==> config.mk <==
export PLATFORM = sky130hd
export DESIGN_NAME = noc_input_vc_buffer_flat
export DESIGN_NICKNAME = d
export VERILOG_FILES = /design/src/rtl/noc_input_vc_buffer_pkg.sv /design/src/rtl/noc_input_vc_buffer_if.sv /design/src/rtl/noc_input_vc_buffer_vc_fifo.sv /design/src/rtl/noc_input_vc_buffer.sv /design/src/flat_wrapper.sv
export SDC_FILE = /design/constraint.sdc
export NUM_CORES = 1
export LEC_CHECK = 0
export ABC_CLOCK_PERIOD_IN_PS = 2200
export CAP_MARGIN = 10
export CELL_PAD_IN_SITES_DETAIL_PLACEMENT = 1
export CELL_PAD_IN_SITES_GLOBAL_PLACEMENT = 1
export CORE_ASPECT_RATIO = 0.5
export CORE_MARGIN = 2
export CORE_UTILIZATION = 40
export DETAILED_ROUTE_END_ITERATION = 6
export GPL_TIMING_DRIVEN = 1
export PLACE_DENSITY_LB_ADDON = 0.1
export SKIP_CTS_REPAIR_TIMING = 1
export SYNTH_ARGS = -nofsm -noshare
export SYNTH_HDL_FRONTEND = slang
export SYNTH_SLANG_ARGS = --single-unit
==> constraint.sdc <==
create_clock -name clk -period 2.2 [get_ports clk]
set_clock_uncertainty 0.15 [all_clocks]
set_input_delay 0.44 -clock clk [delete_from_list [all_inputs] [get_ports clk]]
set_output_delay 0.44 -clock clk [all_outputs]
set_load 0.01 [all_outputs]
==> src/rtl/noc_input_vc_buffer_pkg.sv <==
// Shared parameters and types for the router input VC buffer.
package noc_input_vc_buffer_pkg;

  localparam int Noc_VC_Channel   = 4;
  localparam int Noc_Data_Width   = 32;
  localparam int Noc_VC_Buf_Depth = 4;

  // Link port types: INTERNAL links carry one flit lane per VC,
  // any other type shares a single lane across all VCs.
  localparam int INTERNAL = 0;

  typedef enum logic {
    VC_IDLE = 1'b0,
    VC_BUSY = 1'b1
  } vc_state_t;

  // Number of physical flit lanes on a link of the given type.
  function automatic int flit_lanes(input int port_type, input int channel);
    return (port_type != INTERNAL) ? 1 : channel;
  endfunction

endpackage

==> src/rtl/noc_input_vc_buffer_if.sv <==
// Upstream flit link: per-VC valid, flit lanes with framing flags,
// and per-VC ready / vc_ready backpressure toward the sender.
interface noc_input_vc_buffer_if
  import noc_input_vc_buffer_pkg::*;
#(
  parameter int CHANNEL    = Noc_VC_Channel,
  parameter int DATA_WIDTH = Noc_Data_Width,
  parameter int FLIT_NUM   = Noc_VC_Channel
) ();

  logic [CHANNEL-1:0]    in_valid;
  logic [CHANNEL-1:0]    in_ready;
  logic [DATA_WIDTH-1:0] in_flit [FLIT_NUM];
  logic [FLIT_NUM-1:0]   in_is_header;
  logic [FLIT_NUM-1:0]   in_is_tail;
  logic [CHANNEL-1:0]    vc_ready;

  modport master (
    output in_valid, in_flit, in_is_header, in_is_tail,
    input  in_ready, vc_ready
  );

  modport slave (
    input  in_valid, in_flit, in_is_header, in_is_tail,
    output in_ready, vc_ready
  );

endinterface

==> src/rtl/noc_input_vc_buffer_vc_fifo.sv <==
// Single-VC FIFO with registered occupancy count. Storage is not reset;
// the head output reads zero whenever the FIFO is empty.
module noc_vc_fifo #(
  parameter int WIDTH     = 34,
  parameter int BUF_DEPTH = 4
) (
  input  logic             clk,
  input  logic             rst,
  input  logic             push,
  input  logic [WIDTH-1:0] wdata,
  input  logic             pop,
  output logic [WIDTH-1:0] rdata,
  output logic             full,
  output logic             empty
);

  localparam int PW = $clog2(BUF_DEPTH);
  localparam int CW = PW + 1;
  localparam logic [CW-1:0] FULL_CNT = CW'(BUF_DEPTH);

  logic [WIDTH-1:0] mem [BUF_DEPTH];
  logic [PW-1:0]    wr_ptr;
  logic [PW-1:0]    rd_ptr;
  logic [CW-1:0]    count;
  logic             push_ok;
  logic             pop_ok;

  // Full/empty come only from registered count, so a same-cycle pop
  // never opens room for a push.
  assign full    = (count == FULL_CNT);
  assign empty   = (count == '0);
  assign push_ok = push & ~full;
  assign pop_ok  = pop & ~empty;
  assign rdata   = empty ? '0 : mem[rd_ptr];

  // Pointer and count update; pointers wrap naturally at BUF_DEPTH.
  always_ff @(posedge clk or posedge rst) begin
    if (rst) begin
      wr_ptr <= '0;
      rd_ptr <= '0;
      count  <= '0;
    end else begin
      if (push_ok) wr_ptr <= wr_ptr + 1'b1;
      if (pop_ok)  rd_ptr <= rd_ptr + 1'b1;
      case ({push_ok, pop_ok})
        2'b10:   count <= count + 1'b1;
        2'b01:   count <= count - 1'b1;
        default: count <= count;
      endcase
    end
  end

  // Payload storage write.
  always_ff @(posedge clk) begin
    if (push_ok) mem[wr_ptr] <= wdata;
  end

endmodule

==> src/rtl/noc_input_vc_buffer.sv <==
// Router input port: one FIFO per virtual channel, per-VC packet framing
// tracking and vc_ready generation. Optional framing-error detection and
// push-while-full checks are enabled by defining NOC_VC_BUF_ERR_CHECK_EN.
module noc_input_vc_buffer
  import noc_input_vc_buffer_pkg::*;
#(
  parameter int CHANNEL    = Noc_VC_Channel,
  parameter int DATA_WIDTH = Noc_Data_Width,
  parameter int PORT_TYPE  = INTERNAL,
  parameter int FLIT_NUM   = flit_lanes(PORT_TYPE, CHANNEL),
  parameter int BUF_DEPTH  = Noc_VC_Buf_Depth
) (
  input  logic                  clk,
  input  logic                  rst,
  noc_input_vc_buffer_if.slave  link,
  output logic [CHANNEL-1:0]    out_valid,
  input  logic [CHANNEL-1:0]    out_ready,
  output logic [DATA_WIDTH-1:0] out_flit [CHANNEL],
  output logic [CHANNEL-1:0]    out_is_header,
  output logic [CHANNEL-1:0]    out_is_tail,
  output logic [CHANNEL-1:0]    err
);

  logic [CHANNEL-1:0] full;
  logic [CHANNEL-1:0] empty;
  logic [CHANNEL-1:0] push;
  logic [CHANNEL-1:0] hdr_sel;
  logic [CHANNEL-1:0] tail_sel;
  logic [CHANNEL-1:0] vc_ready_q;
  logic               multi_valid;
  vc_state_t          state_q [CHANNEL];
  vc_state_t          state_d [CHANNEL];

  // On a shared lane, more than one valid in a cycle is ambiguous and
  // every push of that cycle is dropped.
  if (FLIT_NUM == 1) begin : g_shared_lane
    assign multi_valid = ($countones(link.in_valid) > 1);
  end else begin : g_per_vc_lane
    assign multi_valid = 1'b0;
  end

  for (genvar v = 0; v < CHANNEL; v++) begin : g_vc
    localparam int LANE = (FLIT_NUM == CHANNEL) ? v : 0;
    logic [DATA_WIDTH+1:0] wdata;
    logic [DATA_WIDTH+1:0] rdata;

    assign hdr_sel[v]  = link.in_is_header[LANE];
    assign tail_sel[v] = link.in_is_tail[LANE];
    assign push[v]     = link.in_valid[v] & ~full[v] & ~multi_valid;
    assign wdata       = {hdr_sel[v], tail_sel[v], link.in_flit[LANE]};

    noc_vc_fifo #(
      .WIDTH     (DATA_WIDTH + 2),
      .BUF_DEPTH (BUF_DEPTH)
    ) u_fifo (
      .clk   (clk),
      .rst   (rst),
      .push  (push[v]),
      .wdata (wdata),
      .pop   (out_ready[v]),
      .rdata (rdata),
      .full  (full[v]),
      .empty (empty[v])
    );

    assign out_is_header[v] = rdata[DATA_WIDTH+1];
    assign out_is_tail[v]   = rdata[DATA_WIDTH];
    assign out_flit[v]      = rdata[DATA_WIDTH-1:0];
  end

  assign link.in_ready = ~full;
  assign link.vc_ready = vc_ready_q;
  assign out_valid     = ~empty;

  // Framing state register per VC.
  always_ff @(posedge clk or posedge rst) begin
    if (rst) begin
      for (int v = 0; v < CHANNEL; v++) state_q[v] <= VC_IDLE;
    end else begin
      state_q <= state_d;
    end
  end

  // Framing next state from accepted pushes; a header always (re)starts a
  // packet, a tail always closes one.
  always_comb begin
    state_d = state_q;
    for (int v = 0; v < CHANNEL; v++) begin
      if (push[v]) begin
        if (hdr_sel[v])       state_d[v] = tail_sel[v] ? VC_IDLE : VC_BUSY;
        else if (tail_sel[v]) state_d[v] = VC_IDLE;
      end
    end
  end

  // VC is offered to a new packet only when idle, drained and not being
  // written this cycle.
  always_ff @(posedge clk or posedge rst) begin
    if (rst) begin
      vc_ready_q <= '1;
    end else begin
      for (int v = 0; v < CHANNEL; v++)
        vc_ready_q[v] <= (state_q[v] == VC_IDLE) && empty[v] && !push[v];
    end
  end

`ifdef NOC_VC_BUF_ERR_CHECK_EN
  logic [CHANNEL-1:0] err_q;
  logic [CHANNEL-1:0] err_set;

  // Error sources: header inside a packet, non-header outside a packet,
  // or a contended shared lane.
  always_comb begin
    err_set = '0;
    for (int v = 0; v < CHANNEL; v++) begin
      if (push[v] && ((state_q[v] == VC_IDLE) != hdr_sel[v])) err_set[v] = 1'b1;
      if (multi_valid && link.in_valid[v])                    err_set[v] = 1'b1;
    end
  end

  // Sticky error flags, cleared only by reset.
  always_ff @(posedge clk or posedge rst) begin
    if (rst) err_q <= '0;
    else     err_q <= err_q | err_set;
  end

  assign err = err_q;

  // Flag a sender that ignores in_ready.
  always @(posedge clk) begin
    if (!rst) begin
      for (int v = 0; v < CHANNEL; v++)
        assert (!(link.in_valid[v] && full[v]))
          else $warning("push attempted on full VC %0d", v);
    end
  end
`else
  assign err = '0;
`endif

endmodule
==> src/flat_wrapper.sv <==
// flat-port wrapper written by rule: the top's interface ports become plain ports
module noc_input_vc_buffer_flat import noc_input_vc_buffer_pkg::*;
#(
  parameter int CHANNEL    = Noc_VC_Channel,
  parameter int DATA_WIDTH = Noc_Data_Width,
  parameter int PORT_TYPE  = INTERNAL,
  parameter int FLIT_NUM   = flit_lanes(PORT_TYPE, CHANNEL),
  parameter int BUF_DEPTH  = Noc_VC_Buf_Depth
)
  (clk, rst, out_valid, out_ready, out_flit, out_is_header, out_is_tail, err, link_in_valid, link_in_flit, link_in_is_header, link_in_is_tail, link_in_ready, link_vc_ready);
  noc_input_vc_buffer_if #(.CHANNEL(CHANNEL), .DATA_WIDTH(DATA_WIDTH), .FLIT_NUM(FLIT_NUM)) link_i ();
  input  logic clk;
  input  logic rst;
  output logic [CHANNEL-1:0] out_valid;
  input  logic [CHANNEL-1:0] out_ready;
  output logic [DATA_WIDTH-1:0] out_flit[CHANNEL];
  output logic [CHANNEL-1:0] out_is_header;
  output logic [CHANNEL-1:0] out_is_tail;
  output logic [CHANNEL-1:0] err;
  input wire logic [$bits(link_i.in_valid)-1:0] link_in_valid;
  input wire logic [$bits(link_i.in_flit)-1:0] link_in_flit;
  input wire logic [$bits(link_i.in_is_header)-1:0] link_in_is_header;
  input wire logic [$bits(link_i.in_is_tail)-1:0] link_in_is_tail;
  output wire logic [$bits(link_i.in_ready)-1:0] link_in_ready;
  output wire logic [$bits(link_i.vc_ready)-1:0] link_vc_ready;
  assign link_i.in_valid = link_in_valid;
  assign link_i.in_flit = {>>{link_in_flit}};
  assign link_i.in_is_header = link_in_is_header;
  assign link_i.in_is_tail = link_in_is_tail;
  assign link_in_ready = link_i.in_ready;
  assign link_vc_ready = link_i.vc_ready;
  noc_input_vc_buffer #(.CHANNEL(CHANNEL), .DATA_WIDTH(DATA_WIDTH), .PORT_TYPE(PORT_TYPE), .FLIT_NUM(FLIT_NUM), .BUF_DEPTH(BUF_DEPTH)) u_core (.clk(clk), .rst(rst), .link(link_i), .out_valid(out_valid), .out_ready(out_ready), .out_flit(out_flit), .out_is_header(out_is_header), .out_is_tail(out_is_tail), .err(err));
endmodule
* After elaboration in Yosys (flattened, before gate mapping)
Memory sizes are Yosys's and may differ from the RTL's.
Cells that the tools add are included.
** Word-level totals
- Register bits after elaboration :: 36
- Latch bits :: 0
- Memory bits (writable) :: 544
- ROM bits :: 0
- Bits of input ports :: 146
- Output and inout bits :: 152
- Word-level logic and storage cells :: 131
- Memories kept :: 4
** Cells by class
- Add/subtract/negate cells :: 16
- Multiply operators :: 0
- Divide/modulo/power cells :: 0
- Order comparisons :: 0
- Equal/unequal tests :: 12
- Shifts and indexed selects :: 0
- Multiplexer cells :: 28
- Bitwise gates (word level) :: 26
- Reductions and logical operators :: 28
** Memory list
- u_core.g_vc[0].u_fifo.mem :: words 4, width 34, rd ports 1, clocked after memory_dff 0, wr ports 1, RTL line noc_input_vc_buffer_vc_fifo.sv:21 : logic [WIDTH-1:0] mem [BUF_DEPTH];
- u_core.g_vc[1].u_fifo.mem :: words 4, width 34, rd ports 1, clocked after memory_dff 0, wr ports 1, RTL line noc_input_vc_buffer_vc_fifo.sv:21
- u_core.g_vc[2].u_fifo.mem :: words 4, width 34, rd ports 1, clocked after memory_dff 0, wr ports 1, RTL line noc_input_vc_buffer_vc_fifo.sv:21
- u_core.g_vc[3].u_fifo.mem :: words 4, width 34, rd ports 1, clocked after memory_dff 0, wr ports 1, RTL line noc_input_vc_buffer_vc_fifo.sv:21
** Operators by type and width (number)
- $mux W34 :: 4
- $pmux W3 S2 :: 4
- $mux W1 :: 20
- $add A2 B1 Y2 const B :: 8
- $reduce_bool A2 Y1 :: 8
- $add A3 B1 Y3 const B :: 4
- $and A1 B1 Y1 :: 12
- $eq A3 B3 Y1 const B :: 4
- $logic_not A3 Y1 :: 4
- $not A1 Y1 :: 12
- $sub A3 B1 Y3 const B :: 4
- $eq A2 B1 Y1 const B :: 4
- $eq A2 B2 Y1 const B :: 4
- $logic_and A1 B1 Y1 :: 8
- $not A4 Y4 :: 2
- $reduce_and A2 Y1 :: 4
- $logic_not A1 Y1 :: 4

* Longest topological paths before layout
- Depth in word-level cells :: 6
- Depth in mapped cells :: 10

* Modules after synthesis
A second synthesis with hierarchy kept.
** Second synthesis, totals
- Cells, all modules :: 1054
- Area total of the unflattened synthesis :: 22829.4 um2
** Modules (own cells, without submodules)
- noc_vc_fifo :: times used 4, cells each 254, area each 5604.1 um2
- noc_input_vc_buffer :: times used 1, cells each 38, area each 412.9 um2

* Least setup slack after synthesis
No wires, ideal clock.
- Path kind :: register -> register
- Start :: register u_core.g_vc[0].u_fifo.count[0]
- End :: register u_core.g_vc[0].u_fifo.count[2]
- Library setup time :: 0.079 ns
- Arrival :: 2.078 ns
- Data required time :: 1.971 ns
- Path slack :: -0.107 ns
- Stages on the path, launching flop included :: 11
- Buffers on the path :: 1
- Period minus slack after synthesis :: 2.307 ns
- Cells stage by stage :: dfrtp_1 > or3b_1 > buf_6 > and2_4 > inv_1 > ha_1 > inv_1 > fa_1 > xor2_1 > nor2_1 > xor2_1
** Between the ends
- Cells in the longest elaborated chain, start to end :: 6
- Elaborated cells on any way between the ends :: 13
** RTL lines
- from (decl) :: RTL line noc_input_vc_buffer_vc_fifo.sv:24 : logic [CW-1:0] count;
- from (signal assigned) :: RTL line noc_input_vc_buffer_vc_fifo.sv:46 : 2'b10: count <= count + 1'b1;
- from (signal assigned) :: RTL line noc_input_vc_buffer_vc_fifo.sv:47 : 2'b01: count <= count - 1'b1;
- from (signal assigned) :: RTL line noc_input_vc_buffer_vc_fifo.sv:48 : default: count <= count;
- $eq A3 B3 Y1 :: RTL line noc_input_vc_buffer_vc_fifo.sv:30 : assign full = (count == FULL_CNT);
- $not A1 Y1 :: RTL line noc_input_vc_buffer_vc_fifo.sv:32, noc_input_vc_buffer.sv:49
- $and A1 B1 Y1 :: RTL line noc_input_vc_buffer.sv:49 : assign push[v] = link.in_valid[v] & ~full[v] & ~multi_valid;
- $and A1 B1 Y1 :: RTL line noc_input_vc_buffer_vc_fifo.sv:32 : assign push_ok = push & ~full;
- $eq A2 B1 Y1 or $eq A2 B2 Y1 (tied branches) :: RTL line noc_input_vc_buffer_vc_fifo.sv:45 : case ({push_ok, pop_ok})
- $pmux W3 S2 or $reduce_bool A2 Y1 (tied branches)
Parallel ways exist; a longest one is shown, timed or not.
A chain may end at the register's enable or synchronous reset.

==> reports/qor.yml <==
clock_network:
  tritoncts: "built"
  cts.path.max_buffers: 3
  h-tree-depth: 2
  numCtsBuffers: 52
  cts.sinks: 580
  cts-root-buf: "clkbuf_16"
  path_clk_slew_ns: 0.07
  clkLatencyLatePin_ns: 0.58
sta:
  hold_violations: 0
  period_share_pct: 123
  setup_viol: 151
  maxSlewViolCount: 0
  min_period_ns: 2.70
  timing.fmax_mhz: 370
  rsz0062_at_grt: "true"
  fin_ws_ns: -0.500
power:
  irDropWorstVdd_v: 0.000613
  p_sw_share_pct: 29.1
  pwr-share-seq_pct: 35.0
  p_leak_uw: 0.0107
  clockPowerShare_pct: 20.1
  power.density_nw_per_um2: 1450
  power_uw: 43700
  power_switching_uw: 12700
  power_frac_comb_pct: 44.8
  internal-power_uw: 31000
die:
  start_util_pct: 40.6
  io_pins: 298
  num_rows: 61
  placeableCoreArea_um2: 55700
  dieHeight_um: 172
  die_w_um: 340
  dieArea_um2: 58500
hold_path:
  min_path_type: "in -> async"
layout:
  final_util_pct: 54.0
  n_fill_cell: 4874
  final_nets: 1630
  final_cell_mix: "edfxtp_1, clkdlybuf4s50_1, mux4_2, buf_6, and2_4"
  areaGrowthSynthToFinish_pct: 33.0
  final_common_cell: "edfxtp_1"
  layout-drive-gt1-share_pct: 42.5
  fin_cells: 2262
routing:
  drt_wl_total_mm: 51.3
  drt_iter0_drc: 586
  drtPass1Iterations: 6
  ant_nets: 0
  routedWlPerCell_um: 22.7
  vias_per_cell: 4.95
  via_count: 11200
  drc: 0
setup_path:
  worst_ep_arrival_time_ns: 2.11
  cp-start-kind: "register"
  end_kind: "output port"
  cp.required_ns: 1.61
  critPathMostFrequentCell: "buf_6"
  crit_chain: "buf_12 -> clkbuf_16 -> buf_6 -> mux4_2 -> and2_4 -> buf_6"
  critPathMaxFanout: 7
  cp_slowest_cell: "mux4_2"
  crit_type: "reg -> out"
  critPathMaxStageDelay_ns: 0.48
grt:
  overflow: 0
  first_global_vias: 12500
  grt_util_all_layers_pct: 16.9
  grt_max_degree: 39
  grt_pass1_wl_mm: 75.3
  antenna_found_initial: 3
synthesis:
  netlist_area_um2: 22600
  synth_cell_types: 27
  synthCells: 1042
  ys_warn_count: 0
  ys_seq_elements: 580
  synth.avg_cell_area_um2: 21.7
  yosysSeqAreaShare_pct: 76.3
status:
  status: "complete, but fails checks"
  failed_checks: "setup timing"
flow_run:
  maxCapViolCount: 0
place:
  port_buffers: 293
  gp_congestion: 0.714
  dp.final_hpwl_mm: 30.3
  placed_cells: 2116
-- power groups by stage --
stage	registers (uW)	logic, uW	clock network, uW
4_1_cts	15300	16600	9070
5_1_grt	15500	20900	9490
6_report	15300	19600	8800
3_5_place_dp	15600	16500	0
2_1_floorplan	15300	8730	0
3_3_place_gp	15400	16400	0
-- routing by layer --
layer / global-route usage (%) / vias up / share of wire [%]
met4: 4.52 / 0 / 1.9
met2: 30.3 / 172 / 53
met1: 21.4 / 5961 / 42
li1: - / 4988 / -
met3: 3.12 / 71 / 3.2
met5: 0 / - / 0
-- worst max-delay path, delay by kind of cell (launching register included) --
kind          cells  cell delay [ns]
simple gates      1             0.15
flops             1             0.37
mux               1             0.48
buf+inv           4             0.53
-- through the flow --
| step | instance area, um2 | TNS [ns] | setup WS, ns | hold slack [ns] |
|---|---|---|---|---|
| finish | 30100 | -58.69 | -0.500 | 0.0857 |
| global route | 30100 | -70.61 | -0.593 | 0.104 |
| CTS | 28800 | -118.60 | -0.904 | 0.0854 |
| detailed placement | 27200 | -26.34 | -0.259 | 0.242 |
| global placement | 27200 | -24.03 | -0.239 | 0.233 |
| floorplan | 22700 | -0.0378 | -0.0241 | 0.224 |
-- kinds of logic (layout without fill, tap and decap cells) --
group / after synthesis / after routing / synth area share, %
flip-flops: 580 / 580 / 76.3
other: 1 / 8 / 0.0166
multiplexers: 144 / 144 / 14.0
AND/OR/NAND/NOR: 180 / 180 / 5.05
adder cells (fa/ha/maj): 24 / 24 / 1.46
buffers and inverters: 81 / 538 / 2.07
XOR/XNOR: 24 / 24 / 0.930
AO/OA/AOI/OAI: 8 / 8 / 0.199
-- cell usage after synthesis (all sizes together) --
library cell | number | share of area (%)
a21oi | 4 | 0.089
a31oi | 4 | 0.11
and2 | 144 | 4.0
and3 | 16 | 0.51
buf | 40 | 1.4
clkbuf | 16 | 0.27
conb | 1 | 0.017
dfrtp | 32 | 3.5
dfstp | 4 | 0.46
edfxtp | 544 | 72
fa | 4 | 0.35
ha | 20 | 1.1
inv | 25 | 0.42
mux2 | 4 | 0.27
mux2i | 4 | 0.18
mux4 | 136 | 14
nand3 | 4 | 0.089
nor2 | 4 | 0.066
nor3 | 4 | 0.089
or3 | 4 | 0.11
or3b | 4 | 0.15
xnor2 | 12 | 0.46
xor2 | 12 | 0.46
-- layout make-up --
class / count / area, um2 / area share, %
Clock inverter: 24 / 189 / 0.628
Sequential cell: 580 / 17200 / 57.4
Antenna cell: 4 / 10.0 / 0.0333
Timing Repair Buffer: 417 / 4860 / 16.2
Multi-Input combinational cell: 384 / 5290 / 17.6
Tap cell: 756 / 946 / 3.15
Clock buffer: 72 / 1430 / 4.75
Inverter: 25 / 93.8 / 0.312
-- state kept, by name, summed over array words and instances (netlist names) --
name and cells:
u_core.g_vc.u_fifo.count 12, u_core.g_vc.u_fifo.mem 544, u_core.g_vc.u_fifo.rd_ptr 8, u_core.g_vc.u_fifo.wr_ptr 8
u_core.link.vc_ready 4, u_core.state_q 4
-- worst paths after layout --
| path | from | to | slack [ns] | cells past startpoint |
|---|---|---|---|---|
| min in group clk | u_core.state_q[1]$_DFFE_PP0P_ | u_core.link.vc_ready[2]$_DFF_PP1_ | 0.25 | 1 |
| max in group asynchronous | rst | u_core.link.vc_ready[0]$_DFF_PP1_ | 1.54 | 3 |
| hold / removal | rst | u_core.g_vc[2].u_fifo.wr_ptr[0]$_DFFE_PP0P_ | 0.09 | 3 |
| setup reg to reg | u_core.g_vc[0].u_fifo.count[1]$_DFFE_PP0P_ | u_core.g_vc[0].u_fifo.count[1]$_DFFE_PP0P_ | -0.11 | 8 |
| setup / recovery | u_core.g_vc[1].u_fifo.rd_ptr[0]$_DFFE_PP0P_ | out_flit[83] | -0.50 | 6 |
| hold reg to reg | u_core.state_q[1]$_DFFE_PP0P_ | u_core.link.vc_ready[2]$_DFF_PP1_ | 0.25 | 1 |
(Power assumes the default switching activity.)
